File: config.mk
export PLATFORM = sky130hd
export DESIGN_NAME = ram_dp_flat
export DESIGN_NICKNAME = d
export VERILOG_FILES = /design/src/rtl/ram_dp_if.sv /design/src/rtl/ram_dp.sv /design/src/flat_wrapper.sv
export SDC_FILE = /design/constraint.sdc
export NUM_CORES = 1
export LEC_CHECK = 0
export CORE_ASPECT_RATIO = 0.7
export CORE_UTILIZATION = 25
export CTS_BUF_LIST = sky130_fd_sc_hd__clkbuf_16
export CTS_CLUSTER_SIZE = 16
export DETAILED_ROUTE_END_ITERATION = 6
export GPL_ROUTABILITY_DRIVEN = 0
export SETUP_SLACK_MARGIN = 0.1
export SYNTH_ARGS = -nofsm -noshare
export SYNTH_HDL_FRONTEND = slang
export SYNTH_SLANG_ARGS = --single-unit
File: constraint.sdc
create_clock -name CLK -period 4 [get_ports CLK]
set_input_delay 0.6 -clock CLK [delete_from_list [all_inputs] [get_ports CLK]]
set_output_delay 0.6 -clock CLK [all_outputs]
set_load 0.1 [all_outputs]
File: src/rtl/ram_dp_if.sv
// Bus bundle for ram_dp: one write port with lane enables and one read port
// with a registered, valid-qualified response.
interface ram_dp_if #(
  parameter int WIDTH = 16,
  parameter int DEPTH = 32,
  parameter int LANE  = 8
);
  localparam int AW    = (DEPTH > 1) ? $clog2(DEPTH) : 1;
  localparam int NLANE = WIDTH / LANE;

  // Handshake: WE/RE are taken at a posedge only while BUSY is low (BUSY is
  // the inverse of ready, no other backpressure). RVALID marks RDATA/COLL as
  // fresh for exactly the one cycle after the accepting edge.
  logic             WE;
  logic [AW-1:0]    WADDR;
  logic [WIDTH-1:0] WDATA;
  logic [NLANE-1:0] WBE;
  logic             RE;
  logic [AW-1:0]    RADDR;
  logic [WIDTH-1:0] RDATA;
  logic             RVALID;
  logic             COLL;
  logic             BUSY;

  modport master (
    output WE, WADDR, WDATA, WBE, RE, RADDR,
    input  RDATA, RVALID, COLL, BUSY
  );

  modport slave (
    input  WE, WADDR, WDATA, WBE, RE, RADDR,
    output RDATA, RVALID, COLL, BUSY
  );
endinterface

File: src/rtl/ram_dp.sv
// Simple-dual-port RAM with lane enables, registered read, and a clear
// sequencer that zeroes the array after reset and on CLR.
module ram_dp #(
  parameter int WIDTH    = 16,
  parameter int DEPTH    = 32,
  parameter int LANE     = 8,
  parameter int RDW_MODE = 0
) (
  input  logic     CLK,
  input  logic     RST_,
  input  logic     CLR,
  ram_dp_if.slave  bus,
  output logic     DBG_STATE
);
  localparam int AW    = (DEPTH > 1) ? $clog2(DEPTH) : 1;
  localparam int NLANE = WIDTH / LANE;
  localparam logic [AW-1:0] LAST = AW'(DEPTH - 1);

  typedef enum logic {
    S_IDLE  = 1'b0,
    S_CLEAR = 1'b1
  } state_t;

  state_t           state;
  logic [AW-1:0]    cnt;
  logic [WIDTH-1:0] mem [DEPTH];
  logic [WIDTH-1:0] rdata_q;
  logic             rvalid_q;
  logic             coll_q;

  logic             acc;
  logic             wr_in;
  logic             rd_in;
  logic [WIDTH-1:0] wr_old;
  logic [WIDTH-1:0] rd_old;
  logic [WIDTH-1:0] wr_word;
  logic [WIDTH-1:0] rd_word;
  logic             do_wr;
  logic             coll_c;

  function automatic logic [WIDTH-1:0] merge(input logic [WIDTH-1:0] old_w,
                                             input logic [WIDTH-1:0] new_w,
                                             input logic [NLANE-1:0] be);
    logic [WIDTH-1:0] r;
    r = old_w;
    for (int i = 0; i < NLANE; i++) begin
      if (be[i]) r[i*LANE +: LANE] = new_w[i*LANE +: LANE];
    end
    return r;
  endfunction

  // Accesses only count in IDLE and never on the edge that accepts CLR.
  assign acc     = (state == S_IDLE) && !CLR;
  assign wr_in   = int'(bus.WADDR) < DEPTH;
  assign rd_in   = int'(bus.RADDR) < DEPTH;
  assign wr_old  = wr_in ? mem[bus.WADDR] : '0;
  assign rd_old  = rd_in ? mem[bus.RADDR] : '0;
  assign wr_word = merge(wr_old, bus.WDATA, bus.WBE);
  assign do_wr   = acc && bus.WE && wr_in && (|bus.WBE);
  assign coll_c  = acc && bus.RE && bus.WE && rd_in && wr_in &&
                   (bus.RADDR == bus.WADDR) && (|bus.WBE);
  assign rd_word = ((RDW_MODE == 1) && coll_c) ? wr_word : rd_old;

  always_ff @(posedge CLK or negedge RST_) begin
    if (!RST_) begin
      state    <= S_CLEAR;
      cnt      <= '0;
      rdata_q  <= '0;
      rvalid_q <= 1'b0;
      coll_q   <= 1'b0;
    end else begin
      case (state)
        S_CLEAR: begin
          rvalid_q <= 1'b0;
          coll_q   <= 1'b0;
          if (cnt == LAST) begin
            state <= S_IDLE;
            cnt   <= '0;
          end else begin
            cnt <= cnt + 1'b1;
          end
        end
        default: begin
          if (CLR) begin
            state    <= S_CLEAR;
            cnt      <= '0;
            rvalid_q <= 1'b0;
            coll_q   <= 1'b0;
          end else begin
            rvalid_q <= bus.RE;
            coll_q   <= coll_c;
            if (bus.RE) rdata_q <= rd_word;
          end
        end
      endcase
    end
  end

  // The array has no reset; the sweep owns the write port while clearing.
  always_ff @(posedge CLK) begin
    if (state == S_CLEAR) mem[cnt] <= '0;
    else if (do_wr)       mem[bus.WADDR] <= wr_word;
  end

  assign bus.RDATA  = rdata_q;
  assign bus.RVALID = rvalid_q;
  assign bus.COLL   = coll_q;
  assign bus.BUSY   = (state == S_CLEAR);
  assign DBG_STATE  = state;
endmodule

File: src/flat_wrapper.sv
// flat-port wrapper written by rule: the top's interface ports become plain ports
module ram_dp_flat 
#(
  parameter int WIDTH    = 16,
  parameter int DEPTH    = 32,
  parameter int LANE     = 8,
  parameter int RDW_MODE = 0
)
  (CLK, RST_, CLR, DBG_STATE, bus_WE, bus_WADDR, bus_WDATA, bus_WBE, bus_RE, bus_RADDR, bus_RDATA, bus_RVALID, bus_COLL, bus_BUSY);
  ram_dp_if #(.WIDTH(WIDTH), .DEPTH(DEPTH), .LANE(LANE)) bus_i ();
  input  logic CLK;
  input  logic RST_;
  input  logic CLR;
  output logic DBG_STATE;
  input wire logic [$bits(bus_i.WE)-1:0] bus_WE;
  input wire logic [$bits(bus_i.WADDR)-1:0] bus_WADDR;
  input wire logic [$bits(bus_i.WDATA)-1:0] bus_WDATA;
  input wire logic [$bits(bus_i.WBE)-1:0] bus_WBE;
  input wire logic [$bits(bus_i.RE)-1:0] bus_RE;
  input wire logic [$bits(bus_i.RADDR)-1:0] bus_RADDR;
  output wire logic [$bits(bus_i.RDATA)-1:0] bus_RDATA;
  output wire logic [$bits(bus_i.RVALID)-1:0] bus_RVALID;
  output wire logic [$bits(bus_i.COLL)-1:0] bus_COLL;
  output wire logic [$bits(bus_i.BUSY)-1:0] bus_BUSY;
  assign bus_i.WE = bus_WE;
  assign bus_i.WADDR = bus_WADDR;
  assign bus_i.WDATA = bus_WDATA;
  assign bus_i.WBE = bus_WBE;
  assign bus_i.RE = bus_RE;
  assign bus_i.RADDR = bus_RADDR;
  assign bus_RDATA = bus_i.RDATA;
  assign bus_RVALID = bus_i.RVALID;
  assign bus_COLL = bus_i.COLL;
  assign bus_BUSY = bus_i.BUSY;
  ram_dp #(.WIDTH(WIDTH), .DEPTH(DEPTH), .LANE(LANE), .RDW_MODE(RDW_MODE)) u_core (.CLK(CLK), .RST_(RST_), .CLR(CLR), .bus(bus_i), .DBG_STATE(DBG_STATE));
endmodule
==> After elaboration in Yosys (flattened, before gate mapping) <==
Memory sizes are Yosys's and may differ from the RTL's. A register that Yosys moved wholly into a read port is not among the register bits.
Index checks and enable logic that the tools add are counted.
W data, S select, Z words.
{ "op_classes": {"n_addsub": 1, "n_eq_ne": 4, "muxes": 20, "bitwise_logic": 2, "reduce_logical": 15} }
{ "op_table": {"columns": ["operator", "n"], "rows": [
  ["$mux W5", 4],
  ["$mux W16", 1],
  ["$mux W8", 2],
  ["$reduce_or A16 Y1", 1],
  ["$mux W1", 12],
  ["$logic_and A1 B1 Y1", 7],
  ["$add A5 B1 Y5 const B", 1],
  ["$eq A5 B5 Y1", 1],
  ["$eq A5 B5 Y1 const B", 1],
  ["$reduce_and A2 Y1", 2],
  ["$reduce_and A3 Y1", 1],
  ["$logic_not A1 Y1", 2],
  ["$mux W2", 1],
  ["$ne A1 B1 Y1 const B", 2],
  ["$not A1 Y1", 2],
  ["$reduce_bool A2 Y1", 1],
  ["$reduce_or A2 Y1", 1]
]} }
{ "totals": {"ff_bits": 8, "mem_bits_rw": 512, "in_bits": 33, "out_inout_bits": 20, "word_cells": 47, "mem_count": 1} }
{ "memory_table": {"columns": ["name", "depth", "width", "rd", "rd_clocked_by_memory_dff", "write_ports", "line_no", "rtl"], "rows": [
  ["u_core.mem", 32, 16, 1, 1, 1, "ram_dp.sv:26", "logic [WIDTH-1:0] mem [DEPTH];"]
]} }

==> Depth between registers and ports, before layout <==
{ "depth": {"word_depth": 10, "ltp_mapped": 8, "depth_no_buf": 5} }

==> Least setup slack after synthesis <==
Ideal clock, no wire load.
{ "synth_timing": {"path_type": "register to register", "start": "register u_core.state, in the netlist u_core.DBG_STATE", "end": "memory u_core.mem[31][10] (enable)", "setup_time_ns": 0.371, "arrival_ns": 2.166, "required_time_ns": 3.629, "slack_ns": 1.464, "path_stages_with_launch": 7, "path_buffers": 2, "synth_period_minus_slack_ns": 2.536, "cell_sequence": "dfstp_2 -> buf_2 -> nor3_4 -> buf_2 -> mux2i_1 -> nand2_1 -> nor2_1"} }
{ "synth_via": {"elab_chain_cells": 10, "elab_cells_between_ends": 14, "cone_classes": "7 x mux; 1 x bitwise; 6 x reduce/logical"} }
{ "synth_rtl": {"columns": ["element", "line_no", "rtl"], "rows": [
  ["start: declaration", "ram_dp.sv:24", "state_t state;"],
  ["start signal: assignment", "ram_dp.sv:66", "state <= S_CLEAR;"],
  ["start signal: assignment", "ram_dp.sv:77", "state <= S_IDLE;"],
  ["start signal: assignment", "ram_dp.sv:85", "state <= S_CLEAR;"],
  ["$not A1 Y1 (no line)", null, null],
  ["$logic_and A1 B1 Y1", "ram_dp.sv:53", "assign acc = (state == S_IDLE) && !CLR;"],
  ["$logic_and A1 B1 Y1 (2 in a row)", "ram_dp.sv:59", "assign do_wr = acc && bus.WE && wr_in && (|bus.WBE);"],
  ["$mux W1", "ram_dp.sv:102", "else if (do_wr) mem[bus.WADDR] <= wr_word;"],
  ["$mux W1", "ram_dp.sv:101", "if (state == S_CLEAR) mem[cnt] <= '0;"],
  ["$mux W1 (implied by the code)", "ram_dp.sv:102", null],
  ["$reduce_and A2 Y1 (no line)", null, null],
  ["$reduce_or A16 Y1 (no line)", null, null],
  ["$mux W5 (no line) / $mux W2 (equally long branches)", null, null],
  ["end: declaration", "ram_dp.sv:26", null]
]} }
Several ways; a longest one is shown, not always the timed one.

==> Final worst setup path <==
{ "layout_timing": {"start": "register u_core.state, in the netlist u_core.DBG_STATE", "end": "output DBG_STATE"} }
{ "layout_rtl": {"columns": ["element", "line_no", "rtl"], "rows": [
  ["end: declaration", "flat_wrapper.sv:14", "output logic DBG_STATE;"]
]} }
No word-level cell between the ends.

==> reports/metrics.yaml <==
routing:
  wl_per_cell_um: 21.01
  routed_wl_um: 53430
  antenna_left: 0
  vias: 11709
  route.detailed.drc: 0
  firstDrtPassIters: 5
  drt_iter0_markers: 1203
  viasPerCell: 4.604
synth:
  synth-compound-area-share_pct: 7.968
  ys_seq_area_share_pct: 74.10
  async_flop_share_pct: 4.478
  synth.avg_cell_area_sq_um: 17.33
  ys_ff_latch: 536
  synth_common_cells: "edfxtp_1, mux2i_1, nor2_1"
  synth.top_cell.area_share_pct: 71.31
  syn-num-nets: 1279
  netlist_instances: 1244
  synthMuxAreaShare_pct: 12.02
  synth_most_common_cell: "edfxtp_1"
  synth_edf_count: 512
  yosys.area_share.adder_pct: 0.1161
  synth_ff_type: "edfxtp_1"
  synth_cell_type_count: 40
  post_synth_xor_area_fraction_pct: 0.2844
  synth_area_leader_cell: "edfxtp_1"
  ys.warnings.count: 0
  synth_top_family_by_area: "multiplexers"
  yosys-top-cells-area: "edfxtp_1, mux2i_1, dfrtp_1"
  syn-cell-area_sq_um: 21560
  synthSimpleGateAreaFrac_pct: 3.262
worst_setup_path:
  crit_chain: "clkdlybuf4s50_1"
  r2r_setup_slack_ns: 1.45
  worst-path-buf-inv: 1
  crit_path_start_kind: "register"
  crit_path_end_kind: "output port"
  critPathMaxFanout: 12
  cp_slowest_cell: "clkdlybuf4s50_1"
  critPathKind: "reg -> out"
  crit_family: "buffers and inverters"
  crit_path_max_incr_delay_ns: 1.18
  rr_worst_depth: 5
  worstPathArrival_ns: 2.45
  path_depth: 1
  crit_required_ns: 3.40
floorplanning:
  rows: 89
  core_area_sq_um: 84850
  dieArea_sq_um: 87440
  die_y_um: 247.7
  start_util_pct: 25.41
  fp.dieW_um: 353.0
  num_io_pins: 53
cells_and_area:
  n_antenna_cell: 0
  finalNetCount: 1398
  finalNonFillerCells: 2543
  design_area_sq_um: 25480
  areaGrowthSynthToFinish_pct: 18.19
  fillers: 8283
  drive_above_1_share_pct: 13.58
  final_util_pct: 30.03
global_route:
  globalRouteOverflowTotal: 0
  gr-usage-all-layers_pct: 12.06
  antenna_found_initial: 1
  grt_pass1_wl_um: 78190
  grt_max_degree: 65
  grt_pass1_vias: 11549
clock_tree:
  tritoncts: "yes"
  cts_setup_buffers: 0
  cts.sinks: 536
  cts_buffers: 53
  cts_hold_buffers: 0
  clk_latency_ns: 0.61
  ctsResizeCount: 0
  clk_path_buf_depth: 3
  cts-root-buf: "clkbuf_16"
  h-tree-depth: 2
  cts.reportedPaths.clkPinSlew_ns: 0.06
sta:
  hold_viol: 0
  worst_pin_slew_ns: 1.163
  tns_ns: 0
  finalSetupViolations: 0
  period_needed_ns: 3.054
  slew_viol_final: 0
  period_share_pct: 76.34
  rsz0062_at_grt: "false"
  setup_ws_ns: 0.9465
  maxSlewHeadroom_pct: 22.20
  fin_skew_ns: 0.02810
  fmax_ghz: 0.3275
place:
  portBuffers: 52
  dp_hpwl_um: 33860
  placed_cell_area_sq_um: 23790
  dp.cells: 2445
  pre_cts_ws_ns: 0.4986
pwr:
  power_leakage_nw: 9.098
  p_seq_share_pct: 48.4
  peakVddDrop_uv: 354.9
  power.internal_mw: 10.35
  clkPwrFrac_pct: 33.0
  swShare_pct: 29.39
  p_comb_share_pct: 18.6
  power_density_nw_per_um2: 575.4
  p_sw_mw: 4.309
run_status:
  status: "finished clean"
hold_path:
  hp-class: "in -> async"
run:
  drv_cap: 0
state kept, by name, indices dropped and copies added (netlist names):
register / cells
u_core.mem: 512
u_core.bus.RDATA: 16
u_core.cnt: 5
u_core.DBG_STATE: 1
u_core.bus.COLL: 1
u_core.bus.RVALID: 1
kinds of logic (layout without fill, tap and decap cells):
kind of cell / count (synthesis) / count (layout)
DFF: 536 / 536
xor gates and xnor gates: 7 / 7
adders and majority gates: 2 / 2
AOI/OAI and AO/OA: 211 / 211
muxes: 259 / 259
and+or+nand+nor: 150 / 150
buffers and inverters: 79 / 241
through the flow:
step / hold WS (ns) / total power, mW
final: 0.09175 / 14.66
after detailed placement: 0.5554 / 9.956
after global routing: 0.1146 / 15.17
after CTS: 0.08144 / 14.77
after floorplan: 0.3044 / 8.873
after global placement: 0.5463 / 9.891
placed cells by master, fill, tap and decap left out, drive strengths merged, types with 6 or more instances in the layout:
| cell | n |
|---|---|
| o22ai | 16 |
| nor2 | 69 |
| a21oi | 34 |
| clkbuf | 55 |
| clkdlybuf4s50 | 49 |
| nand2 | 33 |
| o21ai | 9 |
| clkinv | 21 |
| buf | 91 |
| and2 | 17 |
| inv | 19 |
| a22oi | 64 |
| nand2b | 9 |
| a221oi | 32 |
| mux2i | 259 |
| nor3 | 6 |
| dfrtp | 23 |
| a22o | 32 |
| edfxtp | 512 |
| o41ai | 16 |
worst paths after layout:
path	start	to
min	RST_	u_core.bus.RDATA[11]$_DFFE_PN0N_
min in group CLK	u_core.bus.RDATA[10]$_DFFE_PN0N_	u_core.bus.RDATA[10]$_DFFE_PN0N_
max reg2reg	u_core.DBG_STATE$_DFF_PN1_	u_core.mem[19][15]$_DFFE_PP_
max	u_core.DBG_STATE$_DFF_PN1_	DBG_STATE
min reg2reg	u_core.bus.RDATA[10]$_DFFE_PN0N_	u_core.bus.RDATA[10]$_DFFE_PN0N_
max in group asynchronous	RST_	u_core.bus.RDATA[1]$_DFFE_PN0N_
per-layer routing:
layer / up-vias / GRT usage, % / share of wire (%)
met4: 0 / 2.814 / 1.4
met1: 5968 / 18.12 / 47
met3: 57 / 3.118 / 9.1
li1: 5207 / - / -
met5: - / 0 / 0
met2: 477 / 17.12 / 42
layout make-up:
| cell class | instances | area [sq um] | area share (%) |
|---|---|---|---|
| clock inverter | 43 | 315.3 | 1.237 |
| timing repair buffer | 140 | 1254 | 4.920 |
| tap | 1137 | 1423 | 5.583 |
| inverter | 3 | 11.26 | 0.04419 |
| sequential | 536 | 15980 | 62.70 |
| clock buffer | 55 | 1376 | 5.401 |
| multi-input combinational | 629 | 5126 | 20.12 |
power groups by stage:
stage | Clock (mW) | Sequential, mW | Combinational, mW
finish | 4.84 | 7.10 | 2.73
global route | 5.13 | 7.15 | 2.89
CTS | 4.92 | 7.11 | 2.74
detailed placement | 0 | 7.23 | 2.73
global placement | 0 | 7.20 | 2.69
floorplan | 0 | 7.67 | 1.20
worst register-to-register path: stages, from the launching register on:
cell     delay, ns
dfstp_2       0.44
nor3_4        0.23
buf_4         0.28
mux2i_1       0.27
nand2_1       0.30
nor2_1        0.67
(Power assumes the default switching activity.)
==> variant (same settings) <==
`WIDTH` is set to 16 in 3 places; all go to 24.
--- a/src/rtl/ram_dp_if.sv
+++ b/src/rtl/ram_dp_if.sv
@@ -1,7 +1,7 @@
 // Bus bundle for ram_dp: one write port with lane enables and one read port
 // with a registered, valid-qualified response.
 interface ram_dp_if #(
-  parameter int WIDTH = 16,
+  parameter int WIDTH = 24,
   parameter int DEPTH = 32,
   parameter int LANE  = 8
 );
--- a/src/rtl/ram_dp.sv
+++ b/src/rtl/ram_dp.sv
@@ -1,7 +1,7 @@
 // Simple-dual-port RAM with lane enables, registered read, and a clear
 // sequencer that zeroes the array after reset and on CLR.
 module ram_dp #(
-  parameter int WIDTH    = 16,
+  parameter int WIDTH    = 24,
   parameter int DEPTH    = 32,
   parameter int LANE     = 8,
   parameter int RDW_MODE = 0
--- a/src/flat_wrapper.sv
+++ b/src/flat_wrapper.sv
@@ -1,7 +1,7 @@
 // flat-port wrapper written by rule: the top's interface ports become plain ports
 module ram_dp_flat 
 #(
-  parameter int WIDTH    = 16,
+  parameter int WIDTH    = 24,
   parameter int DEPTH    = 32,
   parameter int LANE     = 8,
   parameter int RDW_MODE = 0
Ports: changed (resized bus_RDATA, bus_WBE and bus_WDATA); port bits go from 53 to 70. The function was not compared with the original's and may differ.
==> variant against the original RTL <==
Power up 44%; register-to-register slack got worse by 0.60 ns; hold slack worse by 0.030 ns; sequential power grew 49%; design area increased by 47%; critical path depth unchanged; wire length is 55% higher; worst setup slack lost 0.097 ns; fmax shrank 3.1%; sequential cell count grew 264; count of clock-buffer cells in the layout increased by 18; synthesized area is 49% higher; cell count rose by 46%; largest power group unchanged.
==> variant: results (changes against the original RTL) <==
[logic_synthesis]
synth_nets=1894  ; +48%
synth_edf_count=768  ; +50%
synth_warnings=0  ; unchanged
synth_ff_type=edfxtp_1
async_reset_ff_share_pct=4.00  ; -0.48 points
synth_seq_area_share_pct=74.3  ; +0.19 points
synth_area_leaders=edfxtp_1 72%, mux2i_1 12%, dfrtp_1 2.4%
synth.distinct_cells=43  ; +7.5%
synth_common_cells=768 x edfxtp_1, 385 x mux2i_1, 103 x nor2_1

[grt]
met3_usage_pct=2.79  ; -0.33 points
use_met1_pct=19.3  ; +1.1 points
antenna_found_initial=1  ; unchanged
use_met2_pct=17.4  ; +0.32 points
grt_first_pass_wirelength_mm=119  ; +52%
track_usage_pct=12.5  ; +0.48 points
grt_max_degree=52  ; -20%
grt_pass1_vias=16500  ; +43%

[sta]
max_slew.worst_pin.slew_ns=1.34  ; +0.180 ns
skew_ns=0.0284  ; +0.000259 ns
holdWs_ns=0.0620  ; -0.0298 ns

[clocking]
insertion_delay_ns=0.64  ; +0.03 ns
cts_made_buffers=71  ; +34%
postCtsResizedCells=0  ; unchanged
cts_max_level=3  ; +1
clockRootBuffer=clkbuf_16
postCtsSetupRepairBufs=0  ; unchanged
clk_pin_slew_ns=0.07
cts_buffer_depth=3  ; unchanged

[drt]
drtIter0Drc=1924  ; +60%
drc=0  ; unchanged
first_pass_iters=5  ; unchanged
wirelength_mm=83.1  ; +55%
viasPerCell=4.64  ; +0.86%

[finish]
largest_reg_flops=768  ; +50%
drive_above_1_share_pct=12.8  ; -0.83 points
diodes=0  ; unchanged
max_flop_register=u_core.mem
fillers=12500  ; +50%
nets=2025  ; +45%

[setup_path]
crit_family=buffers and inverters
worstReg2RegEnd=u_core.mem[15][21]
r2r.worst_path.cells=6  ; +1
r2r_start=u_core.DBG_STATE
cp_max_fo=13  ; +1
cp_data_arrival_time_ns=2.55  ; +0.10 ns
rrSetupSlack_ns=0.85  ; -0.60 ns

[pwr]
peakVddDrop_mv=0.315  ; -11%
p_leak_uw=0.0130  ; +43%

[placement]
dp_hpwl_mm=53.4  ; +58%
io_buffers=69  ; +33%

[outcome]
status=finished clean

[hold_path]
hp-class=primary input to asynchronous set/reset pin

## variant: cell types whose count changed in the layout (fill, tap and decap cells not counted), moves of 9 or more
cell and delta:
a21oi_1 +20, a22o_1 +17, a22oi_1 +32, and2_1 +9, buf_12 +13, buf_4 +11, clkbuf_16 +18, clkdlybuf4s50_1 +18
edfxtp_1 +256, mux2i_1 +126, nor2_1 +34
## variant: final cells by class
cell class | count | area, µm² | area share, %
Timing Repair Buffer | 182 | 1780 | 4.73
Multi-Input combinational cell | 923 | 7580 | 20.2
Tap cell | 1665 | 2080 | 5.55
Inverter | 3 | 11.3 | 0.0300
Sequential cell | 800 | 23900 | 63.5
Clock inverter | 57 | 424 | 1.13
Clock buffer | 73 | 1830 | 4.86
## variant: kinds of logic (layout without fill, tap and decap cells)
| group | after synthesis | count (layout) | share of synthesized area (%) |
|---|---|---|---|
| AOI/OAI and AO/OA | 323 | 323 | 8.32 |
| adders and majority gates | 2 | 2 | 0.0779 |
| xor gates and xnor gates | 7 | 7 | 0.191 |
| DFF | 800 | 800 | 74.3 |
| buffers and inverters | 127 | 315 | 2.23 |
| and+or+nand+nor | 206 | 206 | 2.89 |
| muxes | 385 | 385 | 12.0 |
## variant: metal layers
metal  up-vias  part of all wire (%)
li1       7688                     -
met1      8740                    49
met2       655                    42
met3       113                   7.3
met4         0                   2.5
met5         -                     0
## variant: worst max path at each step
stage / startpoint / end / slack (ns)
2_1_floorplan: u_core.DBG_STATE / u_core.mem[14][0] / 1.32
3_3_place_gp: bus_WBE[1] / u_core.mem[28][18] / 0.28
3_5_place_dp: bus_WBE[1] / u_core.mem[15][19] / 0.31
4_1_cts: u_core.DBG_STATE / bus_BUSY / 0.77
5_1_grt: u_core.DBG_STATE / bus_BUSY / 0.77
6_report: u_core.DBG_STATE / bus_BUSY / 0.85
## variant: report_power, final
part | internal (µW) | switching (µW)
clock | 3720 | 3030
sequential | 10200 | 386
combinational | 1080 | 2790
total | 15000 | 6200
## variant: stage by stage
stage               area (µm²)  instances  worst slack [ns]
finish                   37600       3703             0.849
global route             37600       3703             0.772
CTS                      37600       3703             0.773
detailed placement       35300       3573             0.305
global placement         35300       3573             0.281
floorplan                32100       1850              1.32
